--- config.mk ---
export PLATFORM = sky130hd
export DESIGN_NAME = posit_mul_scheduler
export DESIGN_NICKNAME = d
export VERILOG_FILES = /design/src/rtl/posit_mul_scheduler.sv
export SDC_FILE = /design/constraint.sdc
export NUM_CORES = 1
export LEC_CHECK = 0
export BUFFER_PORTS_ARGS = -buffer_cell sky130_fd_sc_hd__buf_2
export CORE_UTILIZATION = 46
export CTS_CLUSTER_SIZE = 24
export DETAILED_ROUTE_END_ITERATION = 10
export PLACE_DENSITY = 0.83
export SLEW_MARGIN = 10
export SYNTH_ARGS = -nofsm -noshare
export SYNTH_HDL_FRONTEND = slang
export SYNTH_SLANG_ARGS = --single-unit
--- constraint.sdc ---
create_clock -name clk -period 9.5 [get_ports clk]
set_input_delay 1.9 -clock clk [delete_from_list [all_inputs] [get_ports clk]]
set_output_delay 1.9 -clock clk [all_outputs]
set_load 0.03 [all_outputs]
--- src/rtl/posit_mul_scheduler.sv ---
// Round-robin scheduler that shares one external posit multiplier between two
// requesters, waits out the fixed multiplier latency and returns the product.
module posit_mul_scheduler #(
  parameter int N           = 16,
  parameter int RES_W       = 32,
  parameter int MUL_LATENCY = 2
) (
  input  logic             clk,
  input  logic             rst,
  input  logic             req0_valid,
  output logic             req0_ready,
  input  logic [N-1:0]     req0_a,
  input  logic [N-1:0]     req0_b,
  input  logic             req1_valid,
  output logic             req1_ready,
  input  logic [N-1:0]     req1_a,
  input  logic [N-1:0]     req1_b,
  output logic             rsp0_valid,
  input  logic             rsp0_ready,
  output logic [RES_W-1:0] rsp0_result,
  output logic             rsp1_valid,
  input  logic             rsp1_ready,
  output logic [RES_W-1:0] rsp1_result,
  output logic [N-1:0]     mul_a,
  output logic [N-1:0]     mul_b,
  input  logic [RES_W-1:0] mul_result,
  output logic             busy
);

  typedef enum logic [1:0] {IDLE, WAIT, RESP} state_t;

  localparam logic [3:0] LAT = 4'(MUL_LATENCY);

  state_t           state, state_next;
  logic [3:0]       count;
  logic             owner;
  logic             last_grant;
  logic             grant;
  logic             accept;
  logic             rsp_done;
  logic [RES_W-1:0] result_q;

  // Round-robin: on a tie the requester that was not served last wins.
  always_comb begin
    grant = 1'b0;
    if (req0_valid && req1_valid) grant = ~last_grant;
    else if (req1_valid)          grant = 1'b1;
  end

  always_ff @(posedge clk or posedge rst) begin
    if (rst) state <= IDLE;
    else     state <= state_next;
  end

  // Ready is masked by reset so nothing looks accepted while the block is held.
  always_comb begin
    state_next = state;
    req0_ready = 1'b0;
    req1_ready = 1'b0;
    rsp0_valid = 1'b0;
    rsp1_valid = 1'b0;
    rsp_done   = 1'b0;
    case (state)
      IDLE: begin
        req0_ready = ~rst & req0_valid & ~grant;
        req1_ready = ~rst & req1_valid & grant;
        if (req0_ready || req1_ready) state_next = WAIT;
      end
      WAIT: begin
        if (count == 4'd1) state_next = RESP;
      end
      RESP: begin
        rsp0_valid = ~owner;
        rsp1_valid = owner;
        rsp_done   = owner ? rsp1_ready : rsp0_ready;
        if (rsp_done) state_next = IDLE;
      end
      default: state_next = IDLE;
    endcase
  end

  assign accept = req0_ready | req1_ready;

  // Operands stay latched through WAIT so the multiplier sees them stable for
  // exactly MUL_LATENCY cycles; the product is sampled on the last of those.
  always_ff @(posedge clk or posedge rst) begin
    if (rst) begin
      mul_a      <= '0;
      mul_b      <= '0;
      owner      <= 1'b0;
      count      <= 4'd0;
      result_q   <= '0;
      last_grant <= 1'b1;
    end else begin
      case (state)
        IDLE: begin
          if (accept) begin
            mul_a <= grant ? req1_a : req0_a;
            mul_b <= grant ? req1_b : req0_b;
            owner <= grant;
            count <= LAT;
          end
        end
        WAIT: begin
          count <= count - 4'd1;
          if (count == 4'd1) result_q <= mul_result;
        end
        RESP: begin
          if (rsp_done) last_grant <= owner;
        end
        default: ;
      endcase
    end
  end

  assign rsp0_result = result_q;
  assign rsp1_result = result_q;
  assign busy        = (state != IDLE);

endmodule
==> summary.txt, run 1 <==
Run status
  – Outcome: completed

Die
  – Die area: about 7500 um2
  – DIE WIDTH: 86.8 um
  – Initial Util: ~48%
  – Row count: 30
  – Die H: 86.8 um
  – I/O Pins: about 200
  – Core Region: 6870 um2

Final layout
  – P&R area growth vs syn: 33.0%
  – Finished Layout Cells: 530
  – Layout Nets: 533
  – N_diodes: 0
  – Layout cells sized above 1: 67.1%

Clock tree
  – CTS tree: built
  – Root Driver: clkbuf_8
  – CTS H-tree lvls: 3
  – CTS Hold Bufs: 0
  – # clock sinks: 72
  – Clock tree buffer depth: 2
  – Worst skew pair latency: 340 ps
  – Gates resized, CTS repair: 0
  – Post-CTS Setup Bufs: 0
  – CTS buffer count: 9
  – Clock Pin Slew Worst Setup and Hold Paths: ~80 ps

Yosys
  – Post-synth EDFFs: 0
  – Mean Syn Cell Area: approximately 13 um2
  – Mapped Nets: between 300 and 400
  – Cells after synthesis: 261
  – Cell variety after synth: 32
  – Mapped Area: approximately 3300 um2
  – Post-synthesis async set-or-reset flop share: 100%
  – Sequential-to-total area share from yosys stat: 54.5%
  – Synthesized flop and latch total: 72
  – Synth warn: 0
  – Post-synth top flop: dfrtp_1

Place
  – Final Wtd Congestion: 0.786
  – Place WS: 4260 ps
  – Placed cell count: 514
  – Port-buffer cells: approximately 200
  – Detailed-placement wirelength estimate: 5780 um

STA
  – RSZ-0062 raised after global routing: no
  – Min setup slack post-route: 4260 ps
  – Worst Tran Pin Value: 921 ps
  – Slew HR: slightly below 40%
  – Final hold violations: 0
  – Max frequency: 191 MHz
  – Tmin final: roughly 5200 ps
  – Post-route setup TNS: 0 ps
  – Final Cycle Share: 55.2%
  – # setup viols final: 0
  – Slew Limit Fails: 0
  – Fin Hold WS: 525 ps
  – Max Clock Skew: 9.64 ps

Hold path
  – Hold path endpoint: rsp0_result[3]
  – HP Start: rsp0_result[3]
  – Worst Hold Class: reg -> reg
  – Hold Path Depth: 1

Drt
  – Antenna Nets Post-Route: 0
  – DRT Pass-1 Iters: 4
  – Routed via count: 2696
  – WL/cell: 14.7 um
  – Residual DRC count: 0
  – Vias per Instance: 5.09
  – 1st-iter DRT viols: 47
  – WL final: 7770 um

Setup path
  – Critical-path top delay cell: or4b_1
  – Worst Path Max Fanout: 34
  – CP most frequent cell: buf_2
  – Kind of critical path: in -> out
  – FF-to-FF Start: state[1]
  – R2R cell count: 3
  – Critical path capture point type: output port
  – Worst EP required: 7600 ps
  – Reg-to-reg slack, setup: about 7300 ps
  – Crit path cell chain: buf_2 -> or4b_1 -> nor2_1 -> buf_2
  – Worst Path Arrival: 3340 ps
  – Max stage delay on crit path: 900 ps
  – Crit path launch type: primary input
  – R2r endpoint: mul_a[9]

Global routing
  – Total GRT Usage: 21.3%
  – Initial antenna violation count: 0
  – Vias in the first global route: between 2000 and 3000
  – Largest net degree at the start of global routing: 73
  – Global-route wire length before repair: roughly 12000 um
  – Final global-route overflow total: 0

Power and ir drop
  – Total chip power: 0.00181 W
  – Leak pwr: 2.14 nW
  – Peak supply drop: 151 uV
  – Power Density: 412 nW/um2

Job
  – Max-Cap Viols: 0
==> flip-flops by register name, summed over array words and instances, names as in the netlist <==
name         count
count            4
mul_b           16
state            2
last_grant       1
owner            1
mul_a           16
rsp0_result     32
==> through the flow <==
step	instance area [um2]	util, %
3_5_place_dp	4150	60.5
6_report	4400	64.0
2_1_floorplan	3310	-
5_1_grt	4400	64.0
3_3_place_gp	4150	60.5
4_1_cts	4400	64.0
==> logic make-up (layout without fill, tap and decap cells) <==
family / Yosys count / after routing / share of synthesized area, %
buf+inv: 54 / 227 / 10.1
mux: 33 / 33 / 11.2
fa+ha+maj: 2 / 2 / 0.757
compound gates: 40 / 40 / 12.6
flops: 72 / 72 / 54.5
simple gates: 58 / 58 / 10.3
xor+xnor: 2 / 2 / 0.530
==> power by group <==
| group | switching, W | leakage [nW] | internal, W |
|---|---|---|---|
| clock | 0.000114 | 0.119 | 0.000175 |
| combinational | 0.000628 | 1.20 | 0.000336 |
| sequential | 0.0000999 | 0.818 | 0.000459 |
==> worst max-delay path: cells and delay by family <==
family	cells	cell delay, ps
AND/OR/NAND/NOR	2	1110
buffers and inverters	2	330
==> Yosys cell counts (2+ instances only) <==
cell type	count	share of area (%)
or3_1	32	6.1
ha_1	2	0.76
or2b_1	2	0.45
mux2_2	33	11
inv_1	5	0.57
nor3_1	2	0.30
nor2_1	5	0.57
nor2b_1	2	0.38
clkbuf_2	3	0.45
and2_1	2	0.38
nand2_1	7	0.79
clkbuf_1	9	1.0
o21bai_1	2	0.45
dfrtp_1	71	54
buf_4	32	7.3
buf_2	5	0.76
o221a_2	32	11
==> layer usage <==
metal / vias up / global-route usage (%) / share of wire, %
met4: 0 / 8.94 / 1.7
met3: 13 / 5.62 / 7.2
met1: 1298 / 24.1 / 40
met2: 125 / 38.0 / 51
li1: 1260 / - / -
met5: - / 0 / 0
==> worst max-delay path by stage <==
stage / start / endpoint / slack, ps / depth (start not counted)
after global placement: rst / req0_ready / 4290 / 4
final: rst / req0_ready / 4260 / 4
after global routing: rst / req0_ready / 4140 / 4
after floorplan: rst / req1_ready / 3140 / 4
after CTS: rst / req0_ready / 4250 / 4
after detailed placement: rst / req0_ready / 4260 / 4
==> cell usage in the layout (no fill, tap or decap), drive strengths merged, types with 2 or more instances in the layout <==
cell type  netlist  layout
ha               2       2
dfrtp           71      71
or3             32      32
clkbuf          12       9
nor3             2       2
nand2            7       7
clkinv           0       3
inv              5       5
and2             2       2
o221a           32      32
or2b             2       2
mux2            33      33
o21bai           2       2
nor2b            2       2
nor2             5       5
buf             37     206
bufinv           0       3
==> final cells by class <==
cell class	count	area [um2]
sequential	72	1800
multi-input combinational	135	1170
clock inverter	7	120
timing repair buffer	206	1040
tap	96	120
clock buffer	9	124
inverter	5	18.8
fill	551	2470
No activity file was read; power rests on OpenSTA's default activity.
==> run 2: changes to the inputs <==
--- a/config.mk
+++ b/config.mk
@@ -5,11 +5,12 @@
 export SDC_FILE = /design/constraint.sdc
 export NUM_CORES = 1
 export LEC_CHECK = 0
+export ABC_AREA = 1
 export BUFFER_PORTS_ARGS = -buffer_cell sky130_fd_sc_hd__buf_2
-export CORE_UTILIZATION = 46
+export CORE_UTILIZATION = 45
 export CTS_CLUSTER_SIZE = 24
 export DETAILED_ROUTE_END_ITERATION = 10
-export PLACE_DENSITY = 0.83
+export PLACE_DENSITY = 0.79
 export SLEW_MARGIN = 10
 export SYNTH_ARGS = -nofsm -noshare
 export SYNTH_HDL_FRONTEND = slang
==> constraint.sdc (replaced) <==
create_clock -name clk -period 5.4 [get_ports clk]
set_input_delay 1.08 -clock clk [delete_from_list [all_inputs] [get_ports clk]]
set_output_delay 1.08 -clock clk [all_outputs]
set_load 0.03 [all_outputs]
==> run 2 against run 1 <==
Net effect:
- clock skew down 3.3 ps
- die area up 14%
- first-iteration DRC count rose to 3.0 times the previous value
- synthesized cell count up 81%
- sequential share of layout area down 2.3 points
- cell count up 40%
- clock power up 45%
==> summary.txt, run 2 <==
Run status
  – Outcome: completed

Die
  – Core Region: 7850 um2
  – Row count: 32
  – DIE WIDTH: a little over 90 um
  – I/O Pins: 203
  – Initial Util: 47.2%
  – Die area: 8600 um2
  – Die H: a little over 90 um

Yosys
  – Synth area leaders: dfrtp_1, nand2_1, buf_4, nand3_1, o21ai_2
  – Mean Syn Cell Area: approximately 7.8 um2
  – Largest area contributor in the netlist: dfrtp_1
  – Yosys top cell area share: between 40% and 50%
  – Synth cell count leaders: nand2_1, dfrtp_1, inv_1
  – Cell variety after synth: 21
  – Most common cell in the synthesized netlist: nand2_1
  – Cells after synthesis: ~470
  – Post-synthesis async set-or-reset flop share: 100%
  – Synth warn: 0
  – Mapped Nets: about 580
  – Mapped Area: between 3000 and 4000 um2
  – Post-synth top flop: dfrtp_1
  – Post-synth EDFFs: 0
  – Synthesized flop and latch total: 72
  – Sequential-to-total area share from yosys stat: 48.7%

Global routing
  – Vias in the first global route: about 3100
  – Global-route wire length before repair: 14100 um
  – Final global-route overflow total: 0
  – Largest net degree at the start of global routing: 71
  – Initial antenna violation count: 0
  – Total GRT Usage: 20.6%

Drt
  – DRT Pass-1 Iters: 5
  – Routed via count: 3457
  – 1st-iter DRT viols: 143
  – Vias per Instance: 4.67
  – Antenna Nets Post-Route: 0
  – WL final: 8770 um
  – WL/cell: 11.9 um
  – Residual DRC count: 0

Setup path
  – Worst Path Arrival: 2320 ps
  – Kind of critical path: in -> out
  – Max stage delay on crit path: around 480 ps
  – Crit path cell chain: buf_2 -> nand2_2 -> nand4_1 -> inv_1 -> buf_2
  – Setup crit start: req0_valid
  – R2R cell count: 6
  – Crit path launch type: primary input
  – Critical path capture point type: output port
  – CP most frequent cell: buf_2
  – Reg-to-reg slack, setup: 3120 ps
  – FF-to-FF Start: last_grant
  – Critical-path top delay cell: nand2_2
  – Worst EP required: 4320 ps
  – Worst Path Max Fanout: 36

STA
  – Min setup slack post-route: 2000 ps
  – # setup viols final: 0
  – Worst Tran Pin Value: 1000 ps
  – Tmin final: between 3000 and 4000 ps
  – Slew HR: 33.0%
  – RSZ-0062 raised after global routing: no
  – Slew Limit Fails: 0
  – Post-route setup TNS: 0 ps
  – Final hold violations: 0
  – Final Cycle Share: 63.0%
  – Max frequency: 294 MHz
  – Max Clock Skew: 6.36 ps

Clock tree
  – CTS buffer count: 9
  – Post-CTS Setup Bufs: 0
  – Clock Pin Slew Worst Setup and Hold Paths: around 70 ps
  – CTS Hold Bufs: 0
  – Root Driver: clkbuf_8
  – Worst skew pair latency: 320 ps
  – CTS H-tree lvls: 3
  – CTS tree: built
  – Clock tree buffer depth: 2
  – # clock sinks: 72
  – Gates resized, CTS repair: 0

Final layout
  – Max FFs per register: 32
  – P&R area growth vs syn: 25.8%
  – Most frequent cells in the layout: nand2_1, buf_2, dfrtp_1
  – N_diodes: 0
  – Final Cell Area: 4660 um2
  – Most common cell after layout, fill and taps aside: nand2_1
  – Layout Nets: 737
  – Layout cells sized above 1: 38.4%
  – Core Util, Final: 59.4%

Power and ir drop
  – Total chip power: 0.00312 W
  – Power Density: 669 nW/um2
  – Peak supply drop: 267 uV
  – Leak pwr: 2.91 nW

Place
  – Placed Area: 4460 um2
  – Port-buffer cells: 202
  – Detailed-placement wirelength estimate: 6510 um
  – Place WS: 1980 ps
  – Final Wtd Congestion: 0.801

Hold path
  – HP Start: mul_a[8]
  – Worst Hold Class: reg -> reg
  – Hold Path Depth: 2

Job
  – Max-Cap Viols: 0
[run 2: metrics by stage]
step                      std cells  hold slack (ps)
after floorplan                 473              467
after global placement          724              460
after detailed placement        724              461
after CTS                       740              480
after global routing            740              503
final                           740              480
[run 2: cells by family (layout without fill, tap and decap cells)]
group / Yosys count / after routing / share of synthesized area, %
compound gates: 38 / 38 / 6.96
fa+ha+maj: 2 / 2 / 0.676
simple gates: 261 / 261 / 28.2
xor+xnor: 1 / 1 / 0.237
buf+inv: 99 / 264 / 15.3
flops: 72 / 72 / 48.7
[run 2: metal layers]
layer / vias up / share of wire, % / global-route usage, %
li1: 1732 / - / -
met1: 1544 / 44 / 25.8
met2: 170 / 48 / 35.4
met3: 11 / 7.5 / 4.43
met4: 0 / 1.2 / 6.92
met5: - / 0 / 0
[run 2: area by class of cell]
type                    instances  area [um2]
repair buffers                204        1030
flip-flops and latches         72        1800
multi-input cells             302        1340
inverters                      44         165
fillers                       753        3190
clock buffers                  13         159
clock inverters                 3        40.0
well taps                     102         128
[run 2: worst paths after layout]
kind | to
min in group asynchronous | mul_b[13]
setup reg to reg | mul_a[14]
hold reg to reg | mul_a[8]
hold / removal | mul_a[8]
setup / recovery | req1_ready
max in group asynchronous | mul_a[13]
[run 2: where the power goes]
part	internal (W)	switching, W	leakage, nW
Sequential	0.000803	0.000175	0.886
Combinational	0.000474	0.00125	1.92
Clock	0.000238	0.000181	0.103
Total	0.00151	0.00160	2.91
[run 2: worst max-delay path: cells and delay by family]
kind	cells	cell delay, ps
buf+inv	3	450
simple gates	2	790
